File: config.mk
export PLATFORM = sky130hd
export DESIGN_NAME = alu_issue_unit_flat
export DESIGN_NICKNAME = d
export VERILOG_FILES = /design/src/rtl/alu_issue_unit_if.sv /design/src/rtl/alu_issue_unit.sv /design/src/flat_wrapper.sv
export SDC_FILE = /design/constraint.sdc
export NUM_CORES = 1
export LEC_CHECK = 0
export ABC_CLOCK_PERIOD_IN_PS = 2040
export CAP_MARGIN = 20
export CORE_UTILIZATION = 35
export CTS_BUF_LIST = sky130_fd_sc_hd__clkbuf_16
export DETAILED_ROUTE_END_ITERATION = 8
export MAX_ROUTING_LAYER = met4
export SETUP_SLACK_MARGIN = 0.02
export SYNTH_ARGS = -nofsm -noshare
export SYNTH_HDL_FRONTEND = slang
export SYNTH_SLANG_ARGS = --single-unit
File: constraint.sdc
create_clock -name clk -period 2.04 [get_ports clk]
set_input_delay 0.408 -clock clk [delete_from_list [all_inputs] [get_ports clk]]
set_output_delay 0.408 -clock clk [all_outputs]
set_load 0.02 [all_outputs]
File: src/rtl/alu_issue_unit_if.sv
// alu_issue_unit_if: request, ALU-side and result signals of the 8-bit ALU issue stage.
//   master : environment side (drives requests, alu_y, out_ready)
//   slave  : issue unit side (drives in_ready, alu_*, out_*, busy)
// Parameter TAG_W sets the width of the request/result tag.
interface alu_issue_unit_if #(
  parameter int unsigned TAG_W = 2
);
  // Request channel
  logic             in_valid;
  logic             in_ready;
  logic [7:0]       in_a;
  logic [7:0]       in_b;
  logic [3:0]       in_sel;
  logic             in_c_in;
  logic [TAG_W-1:0] in_tag;
  logic             in_use_prev;
  // ALU operand/result bus
  logic [7:0]       alu_a;
  logic [7:0]       alu_b;
  logic [3:0]       alu_sel;
  logic             alu_c_in;
  logic [7:0]       alu_y;
  // Result channel
  logic             out_valid;
  logic             out_ready;
  logic [7:0]       out_y;
  logic [TAG_W-1:0] out_tag;
  logic             busy;

  modport master (
    output in_valid, in_a, in_b, in_sel, in_c_in, in_tag, in_use_prev, alu_y, out_ready,
    input  in_ready, alu_a, alu_b, alu_sel, alu_c_in, out_valid, out_y, out_tag, busy
  );

  modport slave (
    input  in_valid, in_a, in_b, in_sel, in_c_in, in_tag, in_use_prev, alu_y, out_ready,
    output in_ready, alu_a, alu_b, alu_sel, alu_c_in, out_valid, out_y, out_tag, busy
  );
endinterface

File: src/rtl/alu_issue_unit.sv
// alu_issue_unit: issue stage in front of the 8-bit ALU.
// Requests are queued in a DEPTH-entry FIFO and issued one at a time: operands are registered
// onto alu_a/alu_b/alu_sel/alu_c_in, alu_y is captured ALU_LAT edges later and presented with
// its tag on out_valid/out_ready. Only one operation is ever in flight.
// Ports:
//   clk  - rising-edge clock
//   rst  - asynchronous active-high reset
//   bus  - alu_issue_unit_if.slave: in_* request channel, alu_* ALU bus, out_* result, busy
// Optional feature (macro ALU_FWD_EN): an entry with in_use_prev set takes operand A from the
// last accepted result instead of its stored a. Without the macro in_use_prev is ignored.
module alu_issue_unit #(
  parameter int unsigned DEPTH   = 4,
  parameter int unsigned ALU_LAT = 2,
  parameter int unsigned TAG_W   = 2
) (
  input logic             clk,
  input logic             rst,
  alu_issue_unit_if.slave bus
);
  localparam int unsigned     PtrW      = (DEPTH > 1) ? $clog2(DEPTH) : 1;
  localparam int unsigned     CntW      = $clog2(ALU_LAT + 1);
  localparam logic [PtrW:0]   FullCount = (PtrW + 1)'(DEPTH);
  localparam logic [CntW-1:0] LatLoad   = CntW'(ALU_LAT);
  localparam logic [CntW-1:0] CntOne    = CntW'(1);

  typedef enum logic [1:0] {StIdle, StWait, StDone} state_e;

  // Request storage
  logic [7:0]       mem_a   [DEPTH];
  logic [7:0]       mem_b   [DEPTH];
  logic [3:0]       mem_sel [DEPTH];
  logic             mem_cin [DEPTH];
  logic [TAG_W-1:0] mem_tag [DEPTH];

  logic [PtrW-1:0] wr_ptr_q, rd_ptr_q;
  logic [PtrW:0]   count_q, count_d;
  logic            full, push, pop;
  logic [7:0]      head_a;

  state_e           state_q, state_d;
  logic [CntW-1:0]  wait_cnt_q, wait_cnt_d;
  logic [7:0]       alu_a_q, alu_a_d, alu_b_q, alu_b_d;
  logic [3:0]       alu_sel_q, alu_sel_d;
  logic             alu_c_in_q, alu_c_in_d;
  logic [TAG_W-1:0] tag_hold_q, tag_hold_d;
  logic             out_valid_q, out_valid_d;
  logic [7:0]       out_y_q, out_y_d;
  logic [TAG_W-1:0] out_tag_q, out_tag_d;
  logic [7:0]       last_q, last_d;

  assign full = (count_q == FullCount);
  assign push = bus.in_valid & ~full;
  // Pop only from IDLE, so a DONE->IDLE handshake never pops on the same edge.
  assign pop  = (state_q == StIdle) & (count_q != '0);

`ifdef ALU_FWD_EN
  logic mem_prev [DEPTH];

  always_ff @(posedge clk) begin
    if (push) mem_prev[wr_ptr_q] <= bus.in_use_prev;
  end

  assign head_a = mem_prev[rd_ptr_q] ? last_q : mem_a[rd_ptr_q];
`else
  logic unused_use_prev;
  assign unused_use_prev = bus.in_use_prev;
  assign head_a          = mem_a[rd_ptr_q];
`endif

  // FIFO payload needs no reset: occupancy decides what is valid.
  always_ff @(posedge clk) begin
    if (push) begin
      mem_a[wr_ptr_q]   <= bus.in_a;
      mem_b[wr_ptr_q]   <= bus.in_b;
      mem_sel[wr_ptr_q] <= bus.in_sel;
      mem_cin[wr_ptr_q] <= bus.in_c_in;
      mem_tag[wr_ptr_q] <= bus.in_tag;
    end
  end

  always_comb begin
    count_d = count_q;
    unique case ({push, pop})
      2'b10:   count_d = count_q + (PtrW + 1)'(1);
      2'b01:   count_d = count_q - (PtrW + 1)'(1);
      default: count_d = count_q;
    endcase
  end

  always_comb begin
    state_d     = state_q;
    wait_cnt_d  = wait_cnt_q;
    alu_a_d     = alu_a_q;
    alu_b_d     = alu_b_q;
    alu_sel_d   = alu_sel_q;
    alu_c_in_d  = alu_c_in_q;
    tag_hold_d  = tag_hold_q;
    out_valid_d = out_valid_q;
    out_y_d     = out_y_q;
    out_tag_d   = out_tag_q;
    last_d      = last_q;
    case (state_q)
      StIdle: begin
        if (pop) begin
          alu_a_d    = head_a;
          alu_b_d    = mem_b[rd_ptr_q];
          alu_sel_d  = mem_sel[rd_ptr_q];
          alu_c_in_d = mem_cin[rd_ptr_q];
          tag_hold_d = mem_tag[rd_ptr_q];
          wait_cnt_d = LatLoad;
          state_d    = StWait;
        end
      end
      StWait: begin
        if (wait_cnt_q == CntOne) begin
          out_y_d     = bus.alu_y;
          out_tag_d   = tag_hold_q;
          out_valid_d = 1'b1;
          wait_cnt_d  = '0;
          state_d     = StDone;
        end else begin
          wait_cnt_d = wait_cnt_q - CntOne;
        end
      end
      StDone: begin
        if (bus.out_ready) begin
          out_valid_d = 1'b0;
          last_d      = out_y_q;
          state_d     = StIdle;
        end
      end
      default: state_d = StIdle;
    endcase
  end

  always_ff @(posedge clk or posedge rst) begin
    if (rst) begin
      wr_ptr_q    <= '0;
      rd_ptr_q    <= '0;
      count_q     <= '0;
      state_q     <= StIdle;
      wait_cnt_q  <= '0;
      alu_a_q     <= '0;
      alu_b_q     <= '0;
      alu_sel_q   <= '0;
      alu_c_in_q  <= 1'b0;
      tag_hold_q  <= '0;
      out_valid_q <= 1'b0;
      out_y_q     <= '0;
      out_tag_q   <= '0;
      last_q      <= '0;
    end else begin
      // Pointers are log2(DEPTH) wide, so they wrap modulo DEPTH on their own.
      if (push) wr_ptr_q <= wr_ptr_q + PtrW'(1);
      if (pop)  rd_ptr_q <= rd_ptr_q + PtrW'(1);
      count_q     <= count_d;
      state_q     <= state_d;
      wait_cnt_q  <= wait_cnt_d;
      alu_a_q     <= alu_a_d;
      alu_b_q     <= alu_b_d;
      alu_sel_q   <= alu_sel_d;
      alu_c_in_q  <= alu_c_in_d;
      tag_hold_q  <= tag_hold_d;
      out_valid_q <= out_valid_d;
      out_y_q     <= out_y_d;
      out_tag_q   <= out_tag_d;
      last_q      <= last_d;
    end
  end

  assign bus.in_ready  = ~full;
  assign bus.alu_a     = alu_a_q;
  assign bus.alu_b     = alu_b_q;
  assign bus.alu_sel   = alu_sel_q;
  assign bus.alu_c_in  = alu_c_in_q;
  assign bus.out_valid = out_valid_q;
  assign bus.out_y     = out_y_q;
  assign bus.out_tag   = out_tag_q;
  assign bus.busy      = (state_q != StIdle) | (count_q != '0);
endmodule

File: src/flat_wrapper.sv
// flat-port wrapper written by rule: the top's interface ports become plain ports
module alu_issue_unit_flat 
#(
  parameter int unsigned DEPTH   = 4,
  parameter int unsigned ALU_LAT = 2,
  parameter int unsigned TAG_W   = 2
)
  (clk, rst, bus_in_valid, bus_in_a, bus_in_b, bus_in_sel, bus_in_c_in, bus_in_tag, bus_in_use_prev, bus_alu_y, bus_out_ready, bus_in_ready, bus_alu_a, bus_alu_b, bus_alu_sel, bus_alu_c_in, bus_out_valid, bus_out_y, bus_out_tag, bus_busy);
  alu_issue_unit_if #(.TAG_W(TAG_W)) bus_i ();
  input logic clk;
  input logic rst;
  input wire logic [$bits(bus_i.in_valid)-1:0] bus_in_valid;
  input wire logic [$bits(bus_i.in_a)-1:0] bus_in_a;
  input wire logic [$bits(bus_i.in_b)-1:0] bus_in_b;
  input wire logic [$bits(bus_i.in_sel)-1:0] bus_in_sel;
  input wire logic [$bits(bus_i.in_c_in)-1:0] bus_in_c_in;
  input wire logic [$bits(bus_i.in_tag)-1:0] bus_in_tag;
  input wire logic [$bits(bus_i.in_use_prev)-1:0] bus_in_use_prev;
  input wire logic [$bits(bus_i.alu_y)-1:0] bus_alu_y;
  input wire logic [$bits(bus_i.out_ready)-1:0] bus_out_ready;
  output wire logic [$bits(bus_i.in_ready)-1:0] bus_in_ready;
  output wire logic [$bits(bus_i.alu_a)-1:0] bus_alu_a;
  output wire logic [$bits(bus_i.alu_b)-1:0] bus_alu_b;
  output wire logic [$bits(bus_i.alu_sel)-1:0] bus_alu_sel;
  output wire logic [$bits(bus_i.alu_c_in)-1:0] bus_alu_c_in;
  output wire logic [$bits(bus_i.out_valid)-1:0] bus_out_valid;
  output wire logic [$bits(bus_i.out_y)-1:0] bus_out_y;
  output wire logic [$bits(bus_i.out_tag)-1:0] bus_out_tag;
  output wire logic [$bits(bus_i.busy)-1:0] bus_busy;
  assign bus_i.in_valid = bus_in_valid;
  assign bus_i.in_a = bus_in_a;
  assign bus_i.in_b = bus_in_b;
  assign bus_i.in_sel = bus_in_sel;
  assign bus_i.in_c_in = bus_in_c_in;
  assign bus_i.in_tag = bus_in_tag;
  assign bus_i.in_use_prev = bus_in_use_prev;
  assign bus_i.alu_y = bus_alu_y;
  assign bus_i.out_ready = bus_out_ready;
  assign bus_in_ready = bus_i.in_ready;
  assign bus_alu_a = bus_i.alu_a;
  assign bus_alu_b = bus_i.alu_b;
  assign bus_alu_sel = bus_i.alu_sel;
  assign bus_alu_c_in = bus_i.alu_c_in;
  assign bus_out_valid = bus_i.out_valid;
  assign bus_out_y = bus_i.out_y;
  assign bus_out_tag = bus_i.out_tag;
  assign bus_busy = bus_i.busy;
  alu_issue_unit #(.DEPTH(DEPTH), .ALU_LAT(ALU_LAT), .TAG_W(TAG_W)) u_core (.clk(clk), .rst(rst), .bus(bus_i));
endmodule
Yosys cells after proc, flatten, opt, wreduce, memory -nomap -nowiden
Memories as Yosys holds them, arrays and structs flattened. A register that Yosys moved wholly into a read port is not among the register bits. Cells that the tools add are included.

ROM bits: 0. Latch bits: 0. Output and inout bits: 34. Memory bits (writable): 92. Bits of input ports: 36. Memories: 5. Register bits: 22. Word-level logic and storage cells: 55.

Memory list: u_core.mem_a (depth 4, bits a word 8, rd ports 1, clocked after memory_dff 1, wr ports 1, line alu_issue_unit.sv:29) `logic [7:0] mem_a [DEPTH];`; u_core.mem_b (depth 4, bits a word 8, rd ports 1, clocked after memory_dff 1, wr ports 1, line alu_issue_unit.sv:30) `logic [7:0] mem_b [DEPTH];`; u_core.mem_sel (depth 4, bits a word 4, rd ports 1, clocked after memory_dff 1, wr ports 1, line alu_issue_unit.sv:31) `logic [3:0] mem_sel [DEPTH];`; u_core.mem_tag (depth 4, bits a word 2, rd ports 1, clocked after memory_dff 1, wr ports 1, line alu_issue_unit.sv:33) `logic [TAG_W-1:0] mem_tag [DEPTH];`; u_core.mem_cin (depth 4, bits a word 1, rd ports 1, clocked after memory_dff 1, wr ports 1, line alu_issue_unit.sv:32) `logic mem_cin [DEPTH];`.

$lt $le $gt $ge: 0. Equal/unequal tests: 9. Shift-type cells: 0. Multiplexer cells: 13. Add/sub/neg operators: 5. Divide/modulo/power cells: 0. Reduce and logical (&&, ||, !) cells: 11. $mul: 0. Bitwise logic cells: 4.

Operator list (number): 2-bit 2-to-1 mux (5); 2-bit nonzero test (4); 2-bit by 1-bit equality test with 1-bit output, second input constant (3); 2-bit case mux with 3 select lines (1); 3-bit case mux with 2 select lines (1); 2-bit AND reduction (3); 3-bit AND reduction (2); 2-bit by 1-bit adder with 2-bit output, second input constant (2); 2-bit equality test, second input constant (2); 1-bit 2-to-1 mux (4); 2-bit by 1-bit inequality test with 1-bit output, second input constant (2); 2-bit case mux with 2 select lines (1); 3-bit by 1-bit adder with 3-bit output, second input constant (1); 3-bit equality test, second input constant (1); 3-bit nonzero test (1); 3-bit by 1-bit subtractor with 3-bit output, second input constant (1); 1-bit bitwise AND (2); 2-bit zero test (1); 2-bit inequality test, second input constant (1); 1-bit case mux with 2 select lines (1); 2-bit by 1-bit subtractor with 2-bit output, second input constant (1); 1-bit inverter (1); 1-bit OR (1).

Logic depth before layout (Yosys ltp)
Word-level depth: 5. Depth in mapped cells: 10. Mapped depth without buffers: 9.

Worst setup path before layout
OpenSTA, ideal clock, no wires.

Path kind: register -> register. Start point: reg u_core.count_q[0]. End point: reg u_core.count_q[2]. Arrival time: 2124 ps. Path slack: -163 ps. Path buffers: 0. Setup time: 79 ps. Clock period less this slack: 2203 ps. Cell stages (with the launch flop): 10. Data required time: 1961 ps. Cells stage by stage: dfrtp_1 -> or3b_1 -> and2_4 -> inv_1 -> ha_1 -> inv_1 -> fa_1 -> xor2_1 -> nor2_1 -> xor2_1.

Longest elaborated chain between the ends: 5. Elaborated cells on any way between the ends: 11. Classes of those cells: add/sub: 2; eq/ne: 3; mux: 1; bitwise: 3; reduce/logical: 2.

Ends and longest elaborated chain: start, declared (line alu_issue_unit.sv:36) `logic [PtrW:0] count_q, count_d;`; start signal, assigned (line alu_issue_unit.sv:156) `count_q <= count_d;`; 3-bit equality test * (line alu_issue_unit.sv:51) `assign full = (count_q == FullCount);`; 1-bit inverter *; via bus_in_ready (line flat_wrapper.sv:21) `output wire logic [$bits(bus_i.in_ready)-1:0] bus_in_ready;`; 1-bit bitwise AND * (line alu_issue_unit.sv:52) `assign push = bus.in_valid & ~full;`; 2-bit by 1-bit equality test with 1-bit output / 2-bit equality test (equally long branches) (line alu_issue_unit.sv:83) `unique case ({push, pop})`; 3-bit case mux with 2 select lines / 2-bit nonzero test (equally long branches).

The timed path passes the listed nets; every way through them passes the cells marked *. A chain may end at the register's enable or synchronous reset.

Final worst setup path
Start point: reg u_core.count_q[2]. End point: out bus_busy.

Longest elaborated chain between the ends: 2.

Ends and longest elaborated chain: 3-bit nonzero test (line alu_issue_unit.sv:179) `assign bus.busy = (state_q != StIdle) | (count_q != '0);`; 1-bit OR (line alu_issue_unit.sv:179); end, declared (line flat_wrapper.sv:29) `output wire logic [$bits(bus_i.busy)-1:0] bus_busy;`.

No other way between the ends.

==> results.yml <==
setup_path:
  path_buf_inv: 1
  cp-start-kind: "flop"
  crit_chain: "or3_4 > nand2b_1 > buf_2"
  crit_type: "reg2out"
  critPathSlowestCell: "or3_4"
  r2r_slack_ps: 70
  worstPathMaxFanout: 3
  crit_family: "simple AND/OR/NAND/NOR gates"
  endpoint_kind: "primary output"
  crit_required_ps: 1630
  arrival_ps: 1570
  r2r-start: "u_core.count_q[0]"
  reg2reg_depth: 9
  cp_slowest_stage_delay_ps: 440
  r2r_end: "u_core.count_q[2]"
synth:
  synth_area_leaders: "edfxtp_1 53%, dfrtp_1 21%, mux4_2 7.7%"
  synth-compound-area-share: 0.00714
  yosys.area_share.simple: 0.0202
  synthAdderAreaFrac: 0.0181
  synthMuxAreaShare: 0.180
  yosysTopAreaCellShare: 0.525
  synth_edf_count: 92
  syn_inst: 251
  yosysSeqAreaShare: 0.740
  synth_top_area_cell: "edfxtp_1"
  synth-xor-area-share: 0.0100
  syn-mean-instance-area_um2: 20.9
  syn_nets: 294
  yosysUniqueCellTypes: 31
  ys_seq_elements: 137
  ys_warn_count: 0
  netlist_area_um2: 5260
  ys.flop_type: "edfxtp_1"
  async_flop_share: 0.328
  synth_top_family_by_area: "multiplexers"
place:
  port-buffer-count: 68
  place_area_um2: 6270
  dp.cells: 507
  dp_hpwl_um: 5370
  place.gp.congestion: 0.671
  pre_cts_ws_ps: -47.8
floorplan:
  die_w_um: 125
  die-area_um2: 15500
  io_pins: 70
  num_rows: 44
  initial_core_util: 0.360
  coreArea_um2: 14600
  die_y_um: 125
detailed_routing:
  drtIter0Drc: 125
  drtPass1Iterations: 4
  wl_per_cell_um: 17.2
  drc: 0
  vias: 2598
  avgViaCountPerCell: 4.79
  wl_um: 9300
  antenna_left: 0
clock_tree:
  cts_root_buf: "clkbuf_16"
  cts_made_buffers: 17
  htreeDepth: 4
  cts.clk_slew.worst_paths_ps: 60
  clk-insertion-delay-late_ps: 410
  clockBufferDepth: 2
  clock_sinks: 137
  ctsHoldBuffers: 0
  cts_tree: "built"
timing:
  period_needed_ps: 1980
  fin_ws_ps: 61.1
  hold_viol_final: 0
  setup_tns_ps: 0
  relSlewSlack: 0.652
  drv_slew: 0
  fin_crit_sh: 0.970
  setup_viol: 0
  rsz0062_at_grt: "yes"
  skew_ps: 8.42
  worst_pin_slew_ps: 520
  max_freq_mhz: 505
  hold_ws_ps: 363
final_layout:
  drive_gt1_frac: 0.302
  fill_cells: 1229
  num_antenna_cells: 0
  area_growth_pct: 31.3
  nets: 388
  final_core_util: 0.473
  final_cells: 542
  post-route-cell-area_um2: 6900
global_routing:
  grt_max_degree: 46
  grt_pass1_wl_um: 14700
  grt_remaining_overflow: 0
  grt_usage: 0.133
  grt_pass1_vias: 2765
  antenna_found_initial: 0
power:
  leakagePower_nw: 2.57
  ir_drop_mv: 0.681
  p_total_mw: 11.3
  pwr_density_cell_nw_per_um2: 1630
status:
  status: "complete, no violations"
hold_path:
  hp-class: "in2async"
job:
  maxCapViolCount: 0
[registers in the layout, indices dropped and copies added (netlist names), 3 cells and up]
register,cells
u_core.bus.alu_a,8
u_core.bus.alu_b,8
u_core.bus.alu_sel,4
u_core.bus.out_y,8
u_core.count_q,3
u_core.mem_a,32
u_core.mem_b,32
u_core.mem_cin,4
u_core.mem_sel,16
u_core.mem_tag,8
[layout make-up]
cell class / count / area, µm² / share of cell area
Clock buffer: 17 / 425 / 0.0616
Clock inverter: 15 / 193 / 0.0279
Inverter: 10 / 37.5 / 0.00544
Multi-Input combinational cell: 95 / 1270 / 0.185
Sequential cell: 137 / 3890 / 0.564
Tap cell: 184 / 230 / 0.0334
Timing Repair Buffer: 84 / 853 / 0.124
[Yosys cell counts, types with 3 or more instances]
cell / n
edfxtp_1: 92
dfrtp_1: 45
mux2_2: 29
mux4_2: 18
inv_1: 10
ha_1: 6
mux2_4: 5
mux4_1: 5
and3_1: 4
nor2_1: 4
xnor2_1: 4
buf_6: 3
[cell families after synthesis]
group / count (synthesis)
xor+xnor: 6
flops: 137
compound gates: 6
buf+inv: 19
simple gates: 18
mux: 58
fa+ha+maj: 7
[timing repair]
| item | 4_1_cts | 5_1_grt |
|---|---|---|
| gates resized for setup | 8 | 0 |
| pin swaps | 0 | 4 |
| buffers inserted | 1 | 2 |
| setup endpoints to repair | 2 | 2 |
[worst reg2reg max path, cell delays in order (launching register included)]
cell and delay (ps):
dfrtp_1 390, or3b_4 410, and2_4 150, inv_2 50
ha_4 120, inv_2 40, fa_2 320, xor2_1 150
nor2_1 70, xor2_1 150
[placed cells by master (no fill, tap or decap), types with 2 or more instances in the layout]
cell type and count:
edfxtp_1 92, clkdlybuf4s50_1 66, dfrtp_1 44, mux2_2 29, mux4_2 18, clkbuf_16 17, buf_4 11, inv_1 10
mux2_4 5, mux4_1 5, ha_1 5, bufinv_16 5, buf_12 5, xnor2_1 4, and3_1 4, clkinv_2 4
inv_2 3, nor2_1 3, clkinv_1 3, nand3_1 2, nand2b_1 2, xor2_1 2, a21oi_1 2, buf_2 2
[report_power, final]
part	leakage [nW]	internal, mW	switching, mW
Combinational	0.883	2.08	1.80
Sequential	1.37	3.87	0.327
Clock	0.316	2.13	1.07
Total	2.57	8.08	3.20
[layer usage]
layer	up-vias	part of all wire	GRT usage	wire length [µm]
met3	13	0.047	0.0412	435
met4	0	0.017	0.0617	157
met1	1353	0.43	0.156	3970
met2	65	0.51	0.209	4740
met5	-	0	-	0
li1	1167	-	-	-
[worst max path at each step]
stage	from	end	slack, ps	cells after the start
after detailed placement	bus_in_valid	u_core.count_q[2]	-50	9
after global placement	bus_in_valid	u_core.count_q[2]	-10	9
after floorplan	u_core.count_q[0]	u_core.count_q[2]	30	10
after global routing	u_core.count_q[0]	u_core.count_q[2]	-20	9
after CTS	u_core.count_q[1]	u_core.count_q[2]	30	9
final	u_core.count_q[2]	bus_busy	60	3
Power figures use the tool's default switching activity.
